**config.mk**
```make
export PLATFORM = sky130hd
export DESIGN_NAME = wide_alu_ctrl
export DESIGN_NICKNAME = d
export VERILOG_FILES = /design/src/rtl/wide_alu_ctrl.sv
export SDC_FILE = /design/constraint.sdc
export NUM_CORES = 2
export LEC_CHECK = 0
export ABC_CLOCK_PERIOD_IN_PS = 5500
export CAP_MARGIN = 20
export CORE_AREA = 2 2 330 332
export DETAILED_ROUTE_END_ITERATION = 16
export DIE_AREA = 0 0 332 334
export PLACE_DENSITY = 0.55
export SKIP_CTS_REPAIR_TIMING = 1
export SLEW_MARGIN = 20
export SYNTH_ARGS = -nofsm -noshare
export SYNTH_HDL_FRONTEND = slang
export SYNTH_SLANG_ARGS = --single-unit
```
**constraint.sdc**
```tcl
create_clock -name clk_i -period 5.5 [get_ports clk_i]
set_clock_uncertainty 0.15 [all_clocks]
set_input_delay 1.65 -clock clk_i [delete_from_list [all_inputs] [get_ports clk_i]]
set_output_delay 1.65 -clock clk_i [all_outputs]
set_load 0.01 [all_outputs]
```
**src/rtl/wide_alu_ctrl.sv**
```systemverilog
// Register-mapped sequencer for a 256-bit ALU behind a 32-bit register bus.
// Owns operand/result storage, the issue/wait handshake and a result watchdog.
module wide_alu_ctrl #(
  parameter int ADDR_WIDTH     = 8,
  parameter int OP_WIDTH       = 3,
  parameter int TIMEOUT_CYCLES = 1024
) (
  input  logic                  clk_i,
  input  logic                  rst_i,
  input  logic                  req_i,
  input  logic                  we_i,
  input  logic [ADDR_WIDTH-1:0] addr_i,
  input  logic [31:0]           wdata_i,
  output logic                  gnt_o,
  output logic                  rvalid_o,
  output logic [31:0]           rdata_o,
  output logic                  err_o,
  output logic [255:0]          alu_a_o,
  output logic [255:0]          alu_b_o,
  output logic [OP_WIDTH-1:0]   alu_op_o,
  output logic                  alu_valid_o,
  input  logic                  alu_ready_i,
  input  logic                  alu_res_valid_i,
  input  logic [255:0]          alu_res_i,
  output logic                  irq_o
);

  localparam int WIDX_W = ADDR_WIDTH - 2;
  localparam int CNT_W  = $clog2(TIMEOUT_CYCLES + 1);

  typedef enum logic [1:0] {
    S_IDLE  = 2'd0,
    S_ISSUE = 2'd1,
    S_WAIT  = 2'd2
  } state_e;

  state_e              state_q, state_d;
  logic [CNT_W-1:0]    cnt_q, cnt_d;
  logic [7:0][31:0]    a_q, b_q, res_q;
  logic [OP_WIDTH-1:0] op_q;
  logic                done_q, done_d;
  logic                tout_q, tout_d;
  logic                irq_en_q, irq_en_d;
  logic                irq_q;
  logic                rvalid_q, err_q;
  logic [31:0]         rdata_q, rdata_s;

  logic [WIDX_W-1:0]   widx_s;
  logic [2:0]          res_idx_s;
  logic                is_a_s, is_b_s, is_ctrl_s, is_stat_s, is_res_s, is_irqen_s, mapped_s;
  logic                wr_s, rd_s, busy_s, blocked_s, start_s;
  logic                capture_s, timeout_s;
  logic                unused_s;

  assign widx_s     = addr_i[ADDR_WIDTH-1:2];
  assign unused_s   = ^addr_i[1:0];
  assign is_a_s     = (widx_s < WIDX_W'(8));
  assign is_b_s     = (widx_s >= WIDX_W'(8)) && (widx_s < WIDX_W'(16));
  assign is_ctrl_s  = (widx_s == WIDX_W'(16));
  assign is_stat_s  = (widx_s == WIDX_W'(17));
  assign is_res_s   = (widx_s >= WIDX_W'(18)) && (widx_s <= WIDX_W'(25));
  assign is_irqen_s = (widx_s == WIDX_W'(26));
  assign mapped_s   = (widx_s <= WIDX_W'(26));
  // RESULT starts at word 18, so its slot is the low three index bits minus 2 (mod 8)
  assign res_idx_s  = widx_s[2:0] - 3'd2;

  assign wr_s      = req_i & we_i;
  assign rd_s      = req_i & ~we_i;
  assign busy_s    = (state_q != S_IDLE);
  assign blocked_s = wr_s & busy_s & (is_a_s | is_b_s | is_ctrl_s);
  assign start_s   = wr_s & ~busy_s & is_ctrl_s & wdata_i[0];

  assign gnt_o    = req_i;
  assign rvalid_o = rvalid_q;
  assign rdata_o  = rdata_q;
  assign err_o    = err_q;
  assign alu_a_o  = a_q;
  assign alu_b_o  = b_q;
  assign alu_op_o = op_q;
  assign irq_o    = irq_q;

  // FSM state and watchdog counter registers
  always_ff @(posedge clk_i) begin
    if (rst_i) begin
      state_q <= S_IDLE;
      cnt_q   <= '0;
    end else begin
      state_q <= state_d;
      cnt_q   <= cnt_d;
    end
  end

  // FSM next-state logic
  always_comb begin
    state_d = state_q;
    case (state_q)
      S_IDLE: begin
        if (start_s) state_d = S_ISSUE;
        else         state_d = S_IDLE;
      end
      S_ISSUE: begin
        if (alu_ready_i) state_d = S_WAIT;
        else             state_d = S_ISSUE;
      end
      S_WAIT: begin
        if (capture_s | timeout_s) state_d = S_IDLE;
        else                       state_d = S_WAIT;
      end
      default: state_d = S_IDLE;
    endcase
  end

  // FSM outputs: ALU request and the completion strobes seen in WAIT
  always_comb begin
    alu_valid_o = 1'b0;
    capture_s   = 1'b0;
    timeout_s   = 1'b0;
    case (state_q)
      S_ISSUE: alu_valid_o = 1'b1;
      S_WAIT: begin
        capture_s = alu_res_valid_i;
        timeout_s = ~alu_res_valid_i & (cnt_q == CNT_W'(TIMEOUT_CYCLES));
      end
      default: alu_valid_o = 1'b0;
    endcase
  end

  // Watchdog counts WAIT cycles starting at 1 on the cycle WAIT is entered
  always_comb begin
    if ((state_q == S_ISSUE) && alu_ready_i) begin
      cnt_d = CNT_W'(1);
    end else if ((state_q == S_WAIT) && !(capture_s | timeout_s)) begin
      cnt_d = cnt_q + CNT_W'(1);
    end else begin
      cnt_d = '0;
    end
  end

  // Operand and opcode registers; frozen while an operation is in flight
  always_ff @(posedge clk_i) begin
    if (rst_i) begin
      a_q  <= '0;
      b_q  <= '0;
      op_q <= '0;
    end else begin
      if (wr_s && !busy_s && is_a_s) a_q[widx_s[2:0]] <= wdata_i;
      if (wr_s && !busy_s && is_b_s) b_q[widx_s[2:0]] <= wdata_i;
      if (wr_s && !busy_s && is_ctrl_s) op_q <= wdata_i[OP_WIDTH:1];
    end
  end

  // Status next-state: W1C and start clear first, so a same-cycle set wins
  always_comb begin
    done_d   = done_q;
    tout_d   = tout_q;
    irq_en_d = irq_en_q;
    if (wr_s && is_stat_s) begin
      done_d = done_q & ~wdata_i[1];
      tout_d = tout_q & ~wdata_i[2];
    end else begin
      done_d = done_q;
      tout_d = tout_q;
    end
    if (start_s) begin
      done_d = 1'b0;
      tout_d = 1'b0;
    end else begin
      done_d = done_d | capture_s;
      tout_d = tout_d | timeout_s;
    end
    if (wr_s && is_irqen_s) irq_en_d = wdata_i[0];
    else                    irq_en_d = irq_en_q;
  end

  // Status, interrupt and result registers
  always_ff @(posedge clk_i) begin
    if (rst_i) begin
      done_q   <= 1'b0;
      tout_q   <= 1'b0;
      irq_en_q <= 1'b0;
      irq_q    <= 1'b0;
      res_q    <= '0;
    end else begin
      done_q   <= done_d;
      tout_q   <= tout_d;
      irq_en_q <= irq_en_d;
      irq_q    <= done_d & irq_en_d;
      if (capture_s) res_q <= alu_res_i;
    end
  end

  // Read-data mux over the register map
  always_comb begin
    rdata_s = 32'd0;
    if (is_a_s) begin
      rdata_s = a_q[widx_s[2:0]];
    end else if (is_b_s) begin
      rdata_s = b_q[widx_s[2:0]];
    end else if (is_ctrl_s) begin
      rdata_s[OP_WIDTH:1] = op_q;
    end else if (is_stat_s) begin
      rdata_s[2:0] = {tout_q, done_q, busy_s};
    end else if (is_res_s) begin
      rdata_s = res_q[res_idx_s];
    end else if (is_irqen_s) begin
      rdata_s[0] = irq_en_q;
    end else begin
      rdata_s = 32'd0;
    end
  end

  // Bus response, one cycle after each granted request
  always_ff @(posedge clk_i) begin
    if (rst_i) begin
      rvalid_q <= 1'b0;
      err_q    <= 1'b0;
      rdata_q  <= 32'd0;
    end else begin
      rvalid_q <= req_i;
      err_q    <= req_i & (~mapped_s | blocked_s);
      rdata_q  <= (rd_s && mapped_s) ? rdata_s : 32'd0;
    end
  end

endmodule

```
== Word level (Yosys, flattened, before mapping) ==
Index checks and enable logic that the tools add are counted.

* Bits in latches: 0
* Memory bits (writable): 0
* Register bits after elaboration: 822
* Logic and storage cells: 129
* Output and inout bits: 552
* Input bits: 302
* Memory bits (read-only): 0
* Memories kept: 0

* Order comparisons: 9
* Add/sub/neg operators: 2
* Multiply operators: 0
* Reduce and logical (&&, ||, !) cells: 19
* Shifts and indexed selects: 0
* Div/mod/pow operators: 0
* Multiplexer cells: 32
* Equal/unequal tests: 6
* Bitwise operators: 26

{| class="wikitable"
|+ Operator list
! operator !! count
|-
| $bwmux W256 || 2
|-
| $bmux W32 S3 || 3
|-
| $mux W32 || 7
|-
| $demux W32 S3 || 1
|-
| $mux W29 || 1
|-
| $mux W28 || 1
|-
| $eq A6 B5 Y1 const B || 3
|-
| $and A1 B1 Y1 || 12
|-
| $le A6 B5 Y1 const B || 2
|-
| $logic_and A1 B1 Y1 || 12
|-
| $mux W1 || 12
|-
| $add A11 B1 Y11 const B || 1
|-
| $eq A11 B11 Y1 const B || 1
|-
| $lt A3 B4 Y1 const B || 2
|-
| $not A1 Y1 || 8
|-
| $ge A6 B4 Y1 const B || 1
|-
| $ge A6 B5 Y1 const B || 1
|-
| $lt A6 B4 Y1 const B || 1
|-
| $lt A6 B5 Y1 const B || 1
|-
| $mux W3 || 2
|-
| $or A1 B1 Y1 || 6
|-
| $pmux W2 S3 || 1
|-
| $mux W2 || 2
|-
| $reduce_or A2 Y1 || 2
|-
| 8 further kinds || 9
|}

== Depth between registers and ports, before layout ==
* Depth in word-level cells: 8
* Depth in mapped cells: 13
* Mapped depth without buffers: 7

== Worst setup path after synthesis ==
No wires, ideal clock.

* Path type: input port to flip-flop
* Start point: input addr_i[4]
* End point: register rdata_q[10] (netlist: rdata_o[10])
* Setup time: 0.115 ns
* Arrival time: 4.009 ns
* Stages: 11
* Path buffers: 5
* Path slack: 1.226 ns
* Data required time: 5.235 ns
* Cells stage by stage: buf_2 inv_1 buf_2 clkbuf_1 ha_1 buf_4 buf_2 mux4_2 o21ai_0 o22ai_1 o21a_1

* Longest elaborated chain between the ends: 8
* Elaborated cells on any way between the ends: 25
* Those cells by class: add/sub: 1; order compare: 6; eq/ne: 2; mux: 11; bitwise: 1; reduce/logical: 4

{| class="wikitable"
|+ RTL lines
! what !! line !! text
|-
| start: declaration || 12 || <nowiki>input logic [ADDR_WIDTH-1:0] addr_i,</nowiki>
|-
| $sub A3 B2 Y3 || 65 || <nowiki>assign res_idx_s = widx_s[2:0] - 3'd2;</nowiki>
|-
| $bmux W32 S3 || 204 || <nowiki>rdata_s = res_q[res_idx_s];</nowiki>
|-
| $mux W32 (implied by the code) || 204 ||
|-
| $mux W32 || 203 || <nowiki>end else if (is_res_s) begin</nowiki>
|-
| $mux W29 || 201 || <nowiki>end else if (is_stat_s) begin</nowiki>
|-
| $mux W28 || 199 || <nowiki>end else if (is_ctrl_s) begin</nowiki>
|-
| $mux W32 || 197 || <nowiki>end else if (is_b_s) begin</nowiki>
|-
| $mux W32 || 195 || <nowiki>if (is_a_s) begin</nowiki>
|-
| end signal: assignment || 221 || <nowiki>rdata_q <= (rd_s && mapped_s) ? rdata_s : 32'd0;</nowiki>
|-
| end: declaration || 46 || <nowiki>logic [31:0] rdata_q, rdata_s;</nowiki>
|}

Several ways; a longest one is shown, not always the timed one. The select of a mux whose other input is x is not followed.
A chain may end at the register's enable or synchronous reset.

== Worst setup path after layout ==
* Start point: input req_i
* End point: output gnt_o

{| class="wikitable"
|+ RTL lines
! what !! line !! text
|-
| start: declaration || 10 || <nowiki>input logic req_i,</nowiki>
|-
| end: declaration || 14 || <nowiki>output logic gnt_o,</nowiki>
|}

No word-level cell between the ends.

==> flow_summary_export.csv <==
group,metric,value,unit
status,outcome,"finished clean",
critical_path,r2r-start,"state_q[0]",
placed_design,dp_slack,0.505,ns
critical_path,path_max_fanout,3,
job,maxCapViolCount,0,
global_routing,gr-usage-all-layers,29.5,%
floorplan,fp.dieArea,111000,sq um
power,power.density,278,nW/um^2
sta,hold_viol,0,
critical_path,critPathArrivalTime,2.99,ns
synth,synthTopCellsByArea,"dfxtp_1 (47%), nand2_1 (17%), a21oi_1 (10%)",
critical_path,worstPathCellList,"clkdlybuf4s50_1 -> clkdlybuf4s50_1",
placed_design,portBuffers,851,
global_routing,grt_pass1_vias,32100,
sta,min_period,4.79,ns
sta,postLayoutSetupSlackWorst,0.709,ns
layout,area_growth,36.1,%
drt,routed_wl,169000,microns
sta,drv_slew,0,
drt,drc,0,
clocking,max-clock-path-buffers,3,
critical_path,crit_path_top_delay_cell,"clkdlybuf4s50_1",
sta,max_slew_margin,23.9,%
critical_path,critPathTopFamily,"buffers and inverters",
layout,drive_above_1_share,10.9,%
sta,grt_setup_unrepaired,"no",
sta,setup_viol,0,
synth,yosys-top-cells-count,"nand2_1 (1,625), dfxtp_1 (822), a21oi_1 (732)",
floorplan,core_area,108000,sq um
critical_path,start_kind,"input port",
sta,fmax,209,MHz
sta,fin_setup_tns,0,ns
power,p_leak,15.4,nW
clocking,clkLatencyLatePin,0.70,ns
clocking,htreeDepth,3,
synth,syn-mean-instance-area,8.43,sq um
global_routing,grtUsageMet3,7.76,%
global_routing,grt_first_pass_wirelength,238000,microns
drt,routed_via_density,5.25,
sta,worstMarginPinSlew,1.14,ns
clocking,numCtsBuffers,95,
critical_path,path_buf_inv,2,
global_routing,antenna_found_initial,15,
floorplan,rows,121,
critical_path,slowest_delay,0.72,ns
layout,fin_nets,5131,
sta,period_share,87.1,%
synth,ys_warn_count,0,
drt,antenna_left,0,
clocking,root_buffer,"clkbuf_16",
synth,synth-edff-count,0,
synth,synth_top_flop_cell,"dfxtp_1",
critical_path,worstSetupPathType,"in -> out",
critical_path,worstPathRequired,3.70,ns
global_routing,grt_max_degree,188,
global_routing,overflow,0,
synth,synth_top_cell_by_area,"dfxtp_1",
global_routing,top_usage_layer,"met2",
clocking,cts_tree,"yes",
synth,async_flop_share,0,%
synth,synth.cell_area,35200,sq um
layout,final_util,44.4,%
global_routing,global_route.usage.met2,48.7,%
critical_path,crit_top_cell,"clkdlybuf4s50_1",
synth,synthDistinctLibCells,60,
synth,synth_top_cell_area_share,46.8,%
placed_design,dpl.hpwl,118000,microns
layout,fill_cells,10600,
clocking,numClockSinks,822,
drt,dr.pass1.iters,6,
placed_design,globalplace.congestion,0.847,
floorplan,pin_count,854,
floorplan,initial_core_util,32.6,%
synth,synth.most_common_cell,"nand2_1",
clocking,clk_pin_slew,0.06,ns
synth,synthCells,4175,
synth,syn_nets,4483,
floorplan,die_y,334,microns
synth,postSynthRegisterBits,822,
synth,yosysSeqAreaShare,46.8,%
drt,via_count,33200,
worst_hold_path,hold_class,"reg -> reg",
floorplan,fp.dieW,332,microns
global_routing,met1_usage,36.8,%
drt,drtIter0Drc,3086,
critical_path,critPathCaptureType,"output pin",
drt,avgRoutedWirePerCell,26.7,microns
worst_hold_path,hp-start,"res_q[49]",
power,vdd_drop_max,0.246,mV
critical_path,startpoint,"req_i",
[cells in the final DEF (no fill, tap or decap), types with 4 or more instances in the layout]
| master | count |
|---|---|
| nand2_1 | 1613 |
| a21oi_2 | 74 |
| clkbuf_16 | 96 |
| xor2_1 | 5 |
| clkbuf_1 | 30 |
| o21ai_0 | 30 |
| ha_1 | 5 |
| nand3_1 | 10 |
| buf_12 | 30 |
| clkdlybuf4s50_1 | 846 |
| nor2_1 | 21 |
| nor2b_1 | 8 |
| o22ai_1 | 29 |
| o21a_1 | 28 |
| a21oi_1 | 732 |
| nand3_2 | 4 |
| nor2_4 | 4 |
| dfxtp_1 | 822 |
| nor3_1 | 5 |
| clkinv_2 | 15 |
| mux4_2 | 159 |
| nand2b_1 | 5 |
| mux2_2 | 4 |
| a211oi_1 | 9 |
| clkbuf_8 | 20 |
| buf_4 | 70 |
| inv_1 | 5 |
| diode_2 | 9 |
| and3_2 | 4 |
| nand2_2 | 12 |
| a22oi_1 | 28 |
| and2_1 | 6 |
| and2_2 | 7 |
| a221oi_1 | 4 |
| mux2i_1 | 92 |
| bufinv_16 | 6 |
[cell type report]
class | count | area, sq um | area share (%)
antenna | 9 | 22.5 | 0.0470
clock buffer | 146 | 2790 | 5.83
clock inverter | 28 | 354 | 0.739
inverter | 7 | 28.8 | 0.0601
multi-input combinational | 2947 | 16800 | 35.1
sequential | 822 | 16500 | 34.4
tap | 1414 | 1770 | 3.69
timing repair buffer | 950 | 9640 | 20.1
[registers in the layout, summed over array words and instances, names as in the netlist]
signal	count
alu_a_o	256
alu_b_o	256
alu_op_o	3
cnt_q	11
done_q	1
err_o	1
irq_en_q	1
irq_o	1
rdata_o	32
res_q	256
rvalid_o	1
state_q	2
tout_q	1
[where the power goes]
group          internal [mW]  switching, mW
Sequential              5.96        0.00815
Combinational          0.357          0.520
Clock                   3.78           2.69
Total                   10.1           3.22
[logic make-up after synthesis]
logic type | after synthesis | share of synthesized area (%)
adders and majority gates | 6 | 0.213
and+or+nand+nor | 1733 | 19.2
muxes | 255 | 12.9
buffers and inverters | 406 | 5.74
xor gates and xnor gates | 6 | 0.149
AOI/OAI and AO/OA | 947 | 15.0
DFF | 822 | 46.8
[layer usage]
layer,vias to the layer above,share of wire (%)
li1,15300,-
met2,1361,47
met3,281,8.7
met1,16300,40
met4,6,4.0
met5,-,0.024
[per-stage QoR]
step / cell area (sq um) / instances / hold slack [ns] / power (mW)
detailed placement: 44700 / 6140 / 0.293 / 6.98
floorplan: 35200 / 4175 / 0.283 / 6.50
finish: 47900 / 6323 / 0.303 / 13.3
global placement: 44700 / 6140 / 0.290 / 6.98
CTS: 47900 / 6314 / 0.301 / 13.4
global route: 47900 / 6318 / 0.319 / 13.7
[worst min-delay path, stage by stage, from the launching register on]
cell	delay (ns)
dfxtp_1	0.30
nand2_1	0.05
a21oi_1	0.05
[worst paths after layout]
kind         cells after the start          end  slack, ns
max                              2        gnt_o       0.71
min                              2    res_q[49]       0.30
max reg2reg                      6  alu_a_o[58]       2.84
min reg2reg                      2    res_q[49]       0.30
Power figures use the tool's default switching activity.
